## src/rtl/load_store_unit_pkg.sv

```systemverilog
// Shared definitions for the load/store unit: size codes, FSM states, latched request.
package load_store_unit_pkg;

  localparam int LSU_DW = 32;

  localparam logic [1:0] SZ_BYTE = 2'b00;
  localparam logic [1:0] SZ_HALF = 2'b01;
  localparam logic [1:0] SZ_WORD = 2'b10;

  typedef enum logic [2:0] {
    ST_IDLE,
    ST_READ,
    ST_WRITE,
    ST_RESP,
    ST_ERR
  } lsu_state_t;

  typedef struct packed {
    logic              we;
    logic [1:0]        size;
    logic              sgn;
    logic [1:0]        off;
    logic [LSU_DW-1:0] wdata;
  } lsu_req_t;

  // The reserved size code behaves as a word access.
  function automatic logic [1:0] norm_size(input logic [1:0] sz);
    return (sz == 2'b11) ? SZ_WORD : sz;
  endfunction

endpackage

```

## src/rtl/lsu_lane_merge.sv

```systemverilog
// Byte-lane extraction for loads and lane merge for sub-word stores (little-endian lanes).
module lsu_lane_merge
  import load_store_unit_pkg::*;
#(
  parameter int DW = LSU_DW
) (
  input  logic [1:0]    size,
  input  logic [1:0]    offset,
  input  logic          sgn,
  input  logic [DW-1:0] word,
  input  logic [DW-1:0] wdata,
  output logic [DW-1:0] ld_data,
  output logic [DW-1:0] st_word
);

  logic [7:0]  b;
  logic [15:0] h;

  assign b = word[{offset, 3'b000} +: 8];
  assign h = word[{offset[1], 4'b0000} +: 16];

  always_comb begin
    ld_data = word;
    st_word = wdata;
    case (size)
      SZ_BYTE: begin
        ld_data = {{(DW-8){sgn & b[7]}}, b};
        st_word = word;
        st_word[{offset, 3'b000} +: 8] = wdata[7:0];
      end
      SZ_HALF: begin
        ld_data = {{(DW-16){sgn & h[15]}}, h};
        st_word = word;
        st_word[{offset[1], 4'b0000} +: 16] = wdata[15:0];
      end
      default: ;
    endcase
  end

endmodule

```

## src/rtl/load_store_unit.sv

```systemverilog
// Memory-stage LSU in front of a word-addressed RAM; sub-word stores do read-modify-write.
// Define LSU_ALIGN_CHECK_EN to turn misaligned half/word accesses into error responses.
module load_store_unit
  import load_store_unit_pkg::*;
#(
  parameter int DW = 32,
  parameter int AW = 32
) (
  input  logic          clk,
  input  logic          rst_n,
  input  logic          req_valid,
  output logic          req_ready,
  input  logic          req_we,
  input  logic [1:0]    req_size,
  input  logic          req_signed,
  input  logic [AW-1:0] req_addr,
  input  logic [DW-1:0] req_wdata,
  output logic [AW-1:0] mem_addr,
  output logic [DW-1:0] mem_wd,
  output logic          mem_we,
  input  logic [DW-1:0] mem_rd,
  output logic          resp_valid,
`ifdef LSU_ALIGN_CHECK_EN
  output logic          resp_err,
`endif
  output logic [DW-1:0] resp_rdata
);

  lsu_state_t    state;
  lsu_req_t      r;
  logic [DW-1:0] rd_q;
  logic [DW-1:0] mrg_word;
  logic [DW-1:0] ld_data;
  logic [DW-1:0] st_word;
  logic [1:0]    sz_in;
  logic [1:0]    off_in;

  assign sz_in = norm_size(req_size);

`ifdef LSU_ALIGN_CHECK_EN
  logic misalign;
  assign misalign = (sz_in == SZ_HALF && req_addr[0]) ||
                    (sz_in == SZ_WORD && req_addr[1:0] != 2'b00);
  assign off_in   = req_addr[1:0];
`else
  // Offending low bits are dropped so the access lands on the enclosing lane.
  assign off_in = (sz_in == SZ_BYTE) ? req_addr[1:0] :
                  (sz_in == SZ_HALF) ? {req_addr[1], 1'b0} : 2'b00;
`endif

  // In READ the merge base is the live RAM word; afterwards the captured copy.
  assign mrg_word = (state == ST_READ) ? mem_rd : rd_q;

  lsu_lane_merge #(.DW(DW)) u_merge (
    .size    (r.size),
    .offset  (r.off),
    .sgn     (r.sgn),
    .word    (mrg_word),
    .wdata   (r.wdata),
    .ld_data (ld_data),
    .st_word (st_word)
  );

  always_ff @(posedge clk or negedge rst_n) begin
    if (!rst_n) begin
      state      <= ST_IDLE;
      req_ready  <= 1'b1;
      mem_we     <= 1'b0;
      mem_addr   <= '0;
      mem_wd     <= '0;
      resp_valid <= 1'b0;
      resp_rdata <= '0;
`ifdef LSU_ALIGN_CHECK_EN
      resp_err   <= 1'b0;
`endif
      r          <= '0;
      rd_q       <= '0;
    end else begin
      resp_valid <= 1'b0;
      resp_rdata <= '0;
`ifdef LSU_ALIGN_CHECK_EN
      resp_err   <= 1'b0;
`endif
      case (state)
        ST_IDLE: begin
          if (req_valid) begin
            req_ready <= 1'b0;
            r         <= '{we: req_we, size: sz_in, sgn: req_signed, off: off_in, wdata: req_wdata};
            mem_addr  <= {2'b00, req_addr[AW-1:2]};
            mem_wd    <= req_wdata;
`ifdef LSU_ALIGN_CHECK_EN
            if (misaligned_go(misalign)) state <= ST_ERR;
            else
`endif
            if (req_we && sz_in == SZ_WORD) begin
              state  <= ST_WRITE;
              mem_we <= 1'b1;
            end else begin
              state  <= ST_READ;
            end
          end
        end
        ST_READ: begin
          rd_q <= mem_rd;
          if (r.we) begin
            state  <= ST_WRITE;
            mem_we <= 1'b1;
            mem_wd <= st_word;
          end else begin
            state  <= ST_RESP;
          end
        end
        ST_WRITE: begin
          mem_we <= 1'b0;
          state  <= ST_RESP;
        end
        ST_RESP: begin
          resp_valid <= 1'b1;
          resp_rdata <= r.we ? '0 : ld_data;
          req_ready  <= 1'b1;
          state      <= ST_IDLE;
        end
`ifdef LSU_ALIGN_CHECK_EN
        ST_ERR: begin
          resp_valid <= 1'b1;
          resp_err   <= 1'b1;
          req_ready  <= 1'b1;
          state      <= ST_IDLE;
        end
`endif
        default: begin
          mem_we    <= 1'b0;
          req_ready <= 1'b1;
          state     <= ST_IDLE;
        end
      endcase
    end
  end

`ifdef LSU_ALIGN_CHECK_EN
  function automatic logic misaligned_go(input logic m);
    return m;
  endfunction
`endif

endmodule
```

## config.mk

```make
export PLATFORM = sky130hd
export DESIGN_NAME = load_store_unit
export DESIGN_NICKNAME = d
export VERILOG_FILES = /design/src/rtl/load_store_unit_pkg.sv /design/src/rtl/lsu_lane_merge.sv /design/src/rtl/load_store_unit.sv
export SDC_FILE = /design/constraint.sdc
export NUM_CORES = 1
export LEC_CHECK = 0
export CORE_MARGIN = 4
export CORE_UTILIZATION = 53
export CTS_BUF_LIST = sky130_fd_sc_hd__clkbuf_16
export DETAILED_ROUTE_END_ITERATION = 16
export GPL_ROUTABILITY_DRIVEN = 0
export HOLD_SLACK_MARGIN = 0.08
export PLACE_DENSITY = 0.95
export SKIP_LAST_GASP = 1
export SYNTH_ARGS = -nofsm -noshare
export SYNTH_HDL_FRONTEND = slang
export SYNTH_SLANG_ARGS = --single-unit
```

## constraint.sdc

```tcl
create_clock -name clk -period 6 [get_ports clk]
set_input_delay 0.6 -clock clk [delete_from_list [all_inputs] [get_ports clk]]
set_output_delay 0.6 -clock clk [all_outputs]
set_load 0.05 [all_outputs]
```

# Word-level counts from Yosys, hierarchy flattened
# Index checks and enable logic that the tools add are counted.
# word_totals
register_bits	170
in_bits	103
output_inout_bits	99
word_cells	69
# classes
add_sub_neg	2
n_eq_ne	10
shifts	6
mux	24
bitwise	4
reduce_logical	10
# ops
cell	n
$pmux W32 S2	3
$mux W32	5
$bwmux W32	2
$shift A16 B7 Y32 const A	1
$shift A8 B7 Y32 const A	1
$shiftx A16 B7 Y32	1
$shiftx A32 B6 Y16	1
$shiftx A32 B6 Y8	1
$shiftx A8 B7 Y32	1
$neg A5 Y7	2
$pmux W3 S3	1
$mux W2	4
$eq A3 B2 Y1 const B	2
$mux W1	6
$ne A2 B2 Y1 const B	3
$eq A2 B1 Y1 const B	2
$eq A2 B2 Y1 const B	2
$logic_not A2 Y1	2
$reduce_and A2 Y1	2
$reduce_and A4 Y1	1
$eq A3 B1 Y1 const B	1
$logic_not A3 Y1	1
$mux W3	1
$pmux W1 S3	1
7 further kinds	9

# Depth between registers and ports, before layout
# logic_depth
ltp_word	7
mapped_depth	10

# Cells and area by module
# From an unflattened synthesis, not the netlist that was laid out.
# unflattened
cells_unflattened	730
hier_area_um2	8559.5
# modules_own_cells
mod	instances	cells_per_inst	area_each_um2
load_store_unit	1	423	6628.9
lsu_lane_merge	1	307	1930.6

# Least setup slack after synthesis
# No wires, ideal clock.
# synth_path
kind	reg2reg
start	register r[33] in the netlist's numbering
end	register mem_wd[15]
setup_time_ns	0.134
t_arrival_ns	2.009
required_time_ns	5.866
setup_slack_ns	3.857
stages_incl_launch_ff	9
path_buffers	2
path_cell_list	dfrtp_1 > buf_2 > inv_1 > ha_1 > nor2b_1 > clkbuf_1 > and4_1 > a2111oi_0 > o21ai_1
# synth_via
elab_chain_cells	6
# synth_lines
item	line_no	text
from (decl)	load_store_unit.sv:30	lsu_req_t r;
from (signal assigned)	load_store_unit.sv:88	r <= '{we: req_we, size: sz_in, sgn: req_signed, off: off_in, wdata: req_wdata};
$neg A5 Y7, on equally long branches	lsu_lane_merge.sv:34, lsu_lane_merge.sv:29	
$shiftx A16 B7 Y32 (tied with other cells)	lsu_lane_merge.sv:34	st_word[{offset[1], 4'b0000} +: 16] = wdata[15:0];
$bwmux W32, on equally long branches	lsu_lane_merge.sv:34, lsu_lane_merge.sv:29	
$pmux W32 S2 (*)	lsu_lane_merge.sv:25	case (size)
$mux W32 (*)	load_store_unit.sv:105	if (r.we) begin
$pmux W32 S2 (*)	load_store_unit.sv:84	case (state)
to (signal assigned)	load_store_unit.sv:90	mem_wd <= req_wdata;
to (signal assigned)	load_store_unit.sv:108	mem_wd <= st_word;
to (decl)	load_store_unit.sv:19	output logic [DW-1:0] mem_wd,
# Mark *: on every way between the ends. The rest lies on a longest branch, timed or not. The select of a mux whose other input is x is not followed.
# A chain may end at the register's enable or synchronous reset.

# Final worst setup path
# layout_path
start	register state[1]
end	register mem_wd[0]
# layout_via
elab_chain_cells	6
# layout_lines
item	line_no	text
from (decl)	load_store_unit.sv:29	lsu_state_t state;
from (signal assigned)	load_store_unit.sv:66	state <= ST_IDLE;
from (signal assigned)	load_store_unit.sv:96	state <= ST_WRITE;
from (signal assigned)	load_store_unit.sv:99	state <= ST_READ;
$eq A3 B1 Y1	load_store_unit.sv:52, load_store_unit.sv:84	
$mux W32	-	
$bwmux W32, on equally long branches	lsu_lane_merge.sv:34, lsu_lane_merge.sv:29	
$pmux W32 S2	lsu_lane_merge.sv:25	
$mux W32	load_store_unit.sv:105	
$pmux W32 S2	load_store_unit.sv:84	
# Parallel ways exist; a longest one is shown, timed or not. The select of a mux whose other input is x is not followed.

==> flow_metrics.env <==
export IMPL_powerDensity_nw_per_um2=652.8
export IMPL_path_max_fanout=38
export IMPL_wl_um=23550
export IMPL_synth_seq_cells=169
export IMPL_dr_pass1_iters=6
export IMPL_row_count=44
export IMPL_vias_per_cell=6.312
export IMPL_clk_latency_ns=0.44
export IMPL_ys_warn_count=0
export IMPL_min_period_ns=3.085
export IMPL_io_pins=202
export IMPL_start_kind="flip-flop"
export IMPL_synthesis_instances=694
export IMPL_start_util=0.5438
export IMPL_synthFlopType="dfrtp_1"
export IMPL_drive_above_1_share=0.1614
export IMPL_area_growth_pct=33.16
export IMPL_syn_area_um2=7934
export IMPL_die_y_um=130.4
export IMPL_tightestPinTransition_ns=1.032
export IMPL_hold_violations=0
export IMPL_coreArea_um2=14590
export IMPL_ff_latch_area_um2=4232
export IMPL_io_buffers=199
export IMPL_cts_sinks=169
export IMPL_cts_buffer_depth=2
export IMPL_fin_skew_ns=0.008726
export IMPL_status="finished clean"
export IMPL_cts_setup_buffers=0
export IMPL_grt_pass1_vias=6687
export IMPL_cts_htree_levels=4
export IMPL_cts_tree="built"
export IMPL_grt_pass1_wl_um=36220
export IMPL_cts_buffers=17
export IMPL_dieArea_um2=16990
export IMPL_grt_max_degree=104
export IMPL_drtIter0Drc=966
export IMPL_yosysSeqAreaShare=0.5332
export IMPL_cts_resized=0
export IMPL_antenna_found_initial=0
export IMPL_setup_viol=0
export IMPL_grt_overflow_total=0
export IMPL_syn_avg_cell_area_um2=11.43
export IMPL_via_count=6716
export IMPL_multiInputGateArea_um2=3359
export IMPL_placedCellCount=1032
export IMPL_final_cells=1064
export IMPL_ir_drop_mv=0.4559
export IMPL_ant_nets=0
export IMPL_synthArstFlopShare=1.000
export IMPL_slew_headroom=0.3119
export IMPL_fill_cells=951
export IMPL_synthDistinctLibCells=55
export IMPL_synth_edf_count=0
export IMPL_grt_total_usage=0.2789
export IMPL_p_leak_nw=4.405
export IMPL_fmax_mhz=324.2
export IMPL_drc=0
export IMPL_cts_root_buf="clkbuf_16"
export IMPL_rsz0062_at_grt="no"
export IMPL_max_cap_viol_count=0
export IMPL_cts_hold_buffers_added=0
export IMPL_final_nets=979
export IMPL_hpwl_um=15980
export IMPL_wire_per_inst_um=22.14
export IMPL_mostFrequentLayoutCell="clkdlybuf4s50_1"
export IMPL_clk_pin_slew_worst_paths_ns=0.06
export IMPL_drv_slew=0
export IMPL_crit_required_ns=6.33
export IMPL_insertedDiodeCount=0
export IMPL_fin_crit_sh=0.5141
export IMPL_hold_path_class="primary input to async pin"
export IMPL_arrival_ns=3.41
export IMPL_timing_worst_setup_path_type="flip-flop to flip-flop"
export IMPL_setup_tns_ns=0
export IMPL_crit_path_end_kind="flip-flop"
export IMPL_die_width_um=130.4
export IMPL_final_cell_mix="198 x clkdlybuf4s50_1, 167 x dfrtp_1, 91 x mux2_2"
## layout make-up
cell class                      instances  share of cell area
Clock buffer                           17             0.04027
Clock inverter                         15             0.01729
Inverter                               22            0.007816
Multi-Input combinational cell        450              0.3180
Sequential cell                       169              0.4005
Tap cell                              184             0.02179
Timing Repair Buffer                  207              0.1943
## where the power goes
group / internal [mW] / switching (mW)
clock network: 0.689 / 0.451
registers: 1.68 / 0.375
logic: 1.35 / 2.35
## path summary, 6_finish.rpt
check                                start        endpoint  slack, ns  depth (start not counted)
worst min-delay path                 rst_n  resp_rdata[20]       0.28                          1
min in group clk                mem_wd[27]      mem_wd[27]       0.48                          2
worst max register to register    state[1]       mem_wd[0]       2.92                          6
worst max-delay path              state[1]       mem_wd[0]       2.92                          6
max in group asynchronous            rst_n    mem_addr[11]       4.34                          2
worst min register to register  mem_wd[27]      mem_wd[27]       0.48                          2
## critical path, cell delays in order (launching register included)
cell and delay, ns:
dfrtp_1 0.40, inv_1 0.12, ha_2 0.88, nor2_1 0.20
nor3_4 0.86, o21ai_0 0.23, o21ai_0 0.29
## metrics by stage
| step | area (um2) | worst slack (ns) | power, mW | util | hold WS, ns |
|---|---|---|---|---|---|
| global placement | 9957 | 3.261 | 5.559 | 0.6825 | 0.4620 |
| CTS | 10570 | 2.940 | 6.865 | 0.7242 | 0.3179 |
| finish | 10570 | 2.915 | 6.897 | 0.7242 | 0.2796 |
| floorplan | 7938 | 3.857 | 4.554 | - | 0.3044 |
| detailed placement | 9957 | 2.970 | 5.694 | 0.6825 | 0.4712 |
| global route | 10570 | 2.718 | 7.225 | 0.7242 | 0.3420 |
## kinds of logic after synthesis
| logic type | synth area share |
|---|---|
| AOI/OAI and AO/OA | 0.1616 |
| buffers and inverters | 0.04447 |
| DFF | 0.5332 |
| and+or+nand+nor | 0.09383 |
| other | 0.0004727 |
| muxes | 0.1522 |
| adders and majority gates | 0.01419 |
## metal layers
| layer | routed length [um] | global-route usage | up-vias |
|---|---|---|---|
| met5 | 0 | 0 | - |
| met2 | 11230 | 0.4457 | 446 |
| li1 | - | - | 2878 |
| met3 | 2794 | 0.08269 | 82 |
| met1 | 8645 | 0.3534 | 3310 |
| met4 | 881 | 0.1252 | 0 |
## sequential cells by signal, summed over array words and instances, names as in the netlist
| register | cells |
|---|---|
| resp_rdata | 32 |
| mem_addr | 30 |
| mem_wd | 32 |
| resp_valid | 1 |
| r | 38 |
| mem_we | 1 |
| state | 2 |
| rd_q | 32 |
| req_ready | 1 |
## synthesized netlist by cell type (4+ instances only)
library cell | count | share of area
a2111oi_0 | 7 | 0.0077
a21oi_1 | 12 | 0.0076
a221o_1 | 6 | 0.0076
a221oi_1 | 23 | 0.025
a22o_1 | 7 | 0.0077
a31oi_1 | 8 | 0.0063
a32oi_1 | 5 | 0.0055
and4_1 | 8 | 0.0088
buf_1 | 4 | 0.0019
buf_2 | 18 | 0.011
buf_4 | 4 | 0.0038
buf_6 | 4 | 0.0057
clkbuf_1 | 24 | 0.011
dfrtp_1 | 168 | 0.53
ha_1 | 9 | 0.014
inv_1 | 21 | 0.0099
mux2_2 | 91 | 0.13
mux2i_1 | 16 | 0.020
nand2_1 | 48 | 0.023
nand2b_1 | 16 | 0.013
nand3_1 | 5 | 0.0032
nand4_1 | 6 | 0.0047
nor2_1 | 32 | 0.015
nor2b_1 | 7 | 0.0055
nor3_1 | 4 | 0.0025
o2111ai_1 | 4 | 0.0044
o21a_1 | 15 | 0.014
o21ai_0 | 65 | 0.041
o21ai_1 | 17 | 0.011
Note: power is estimated with default switching activity, not from simulation.
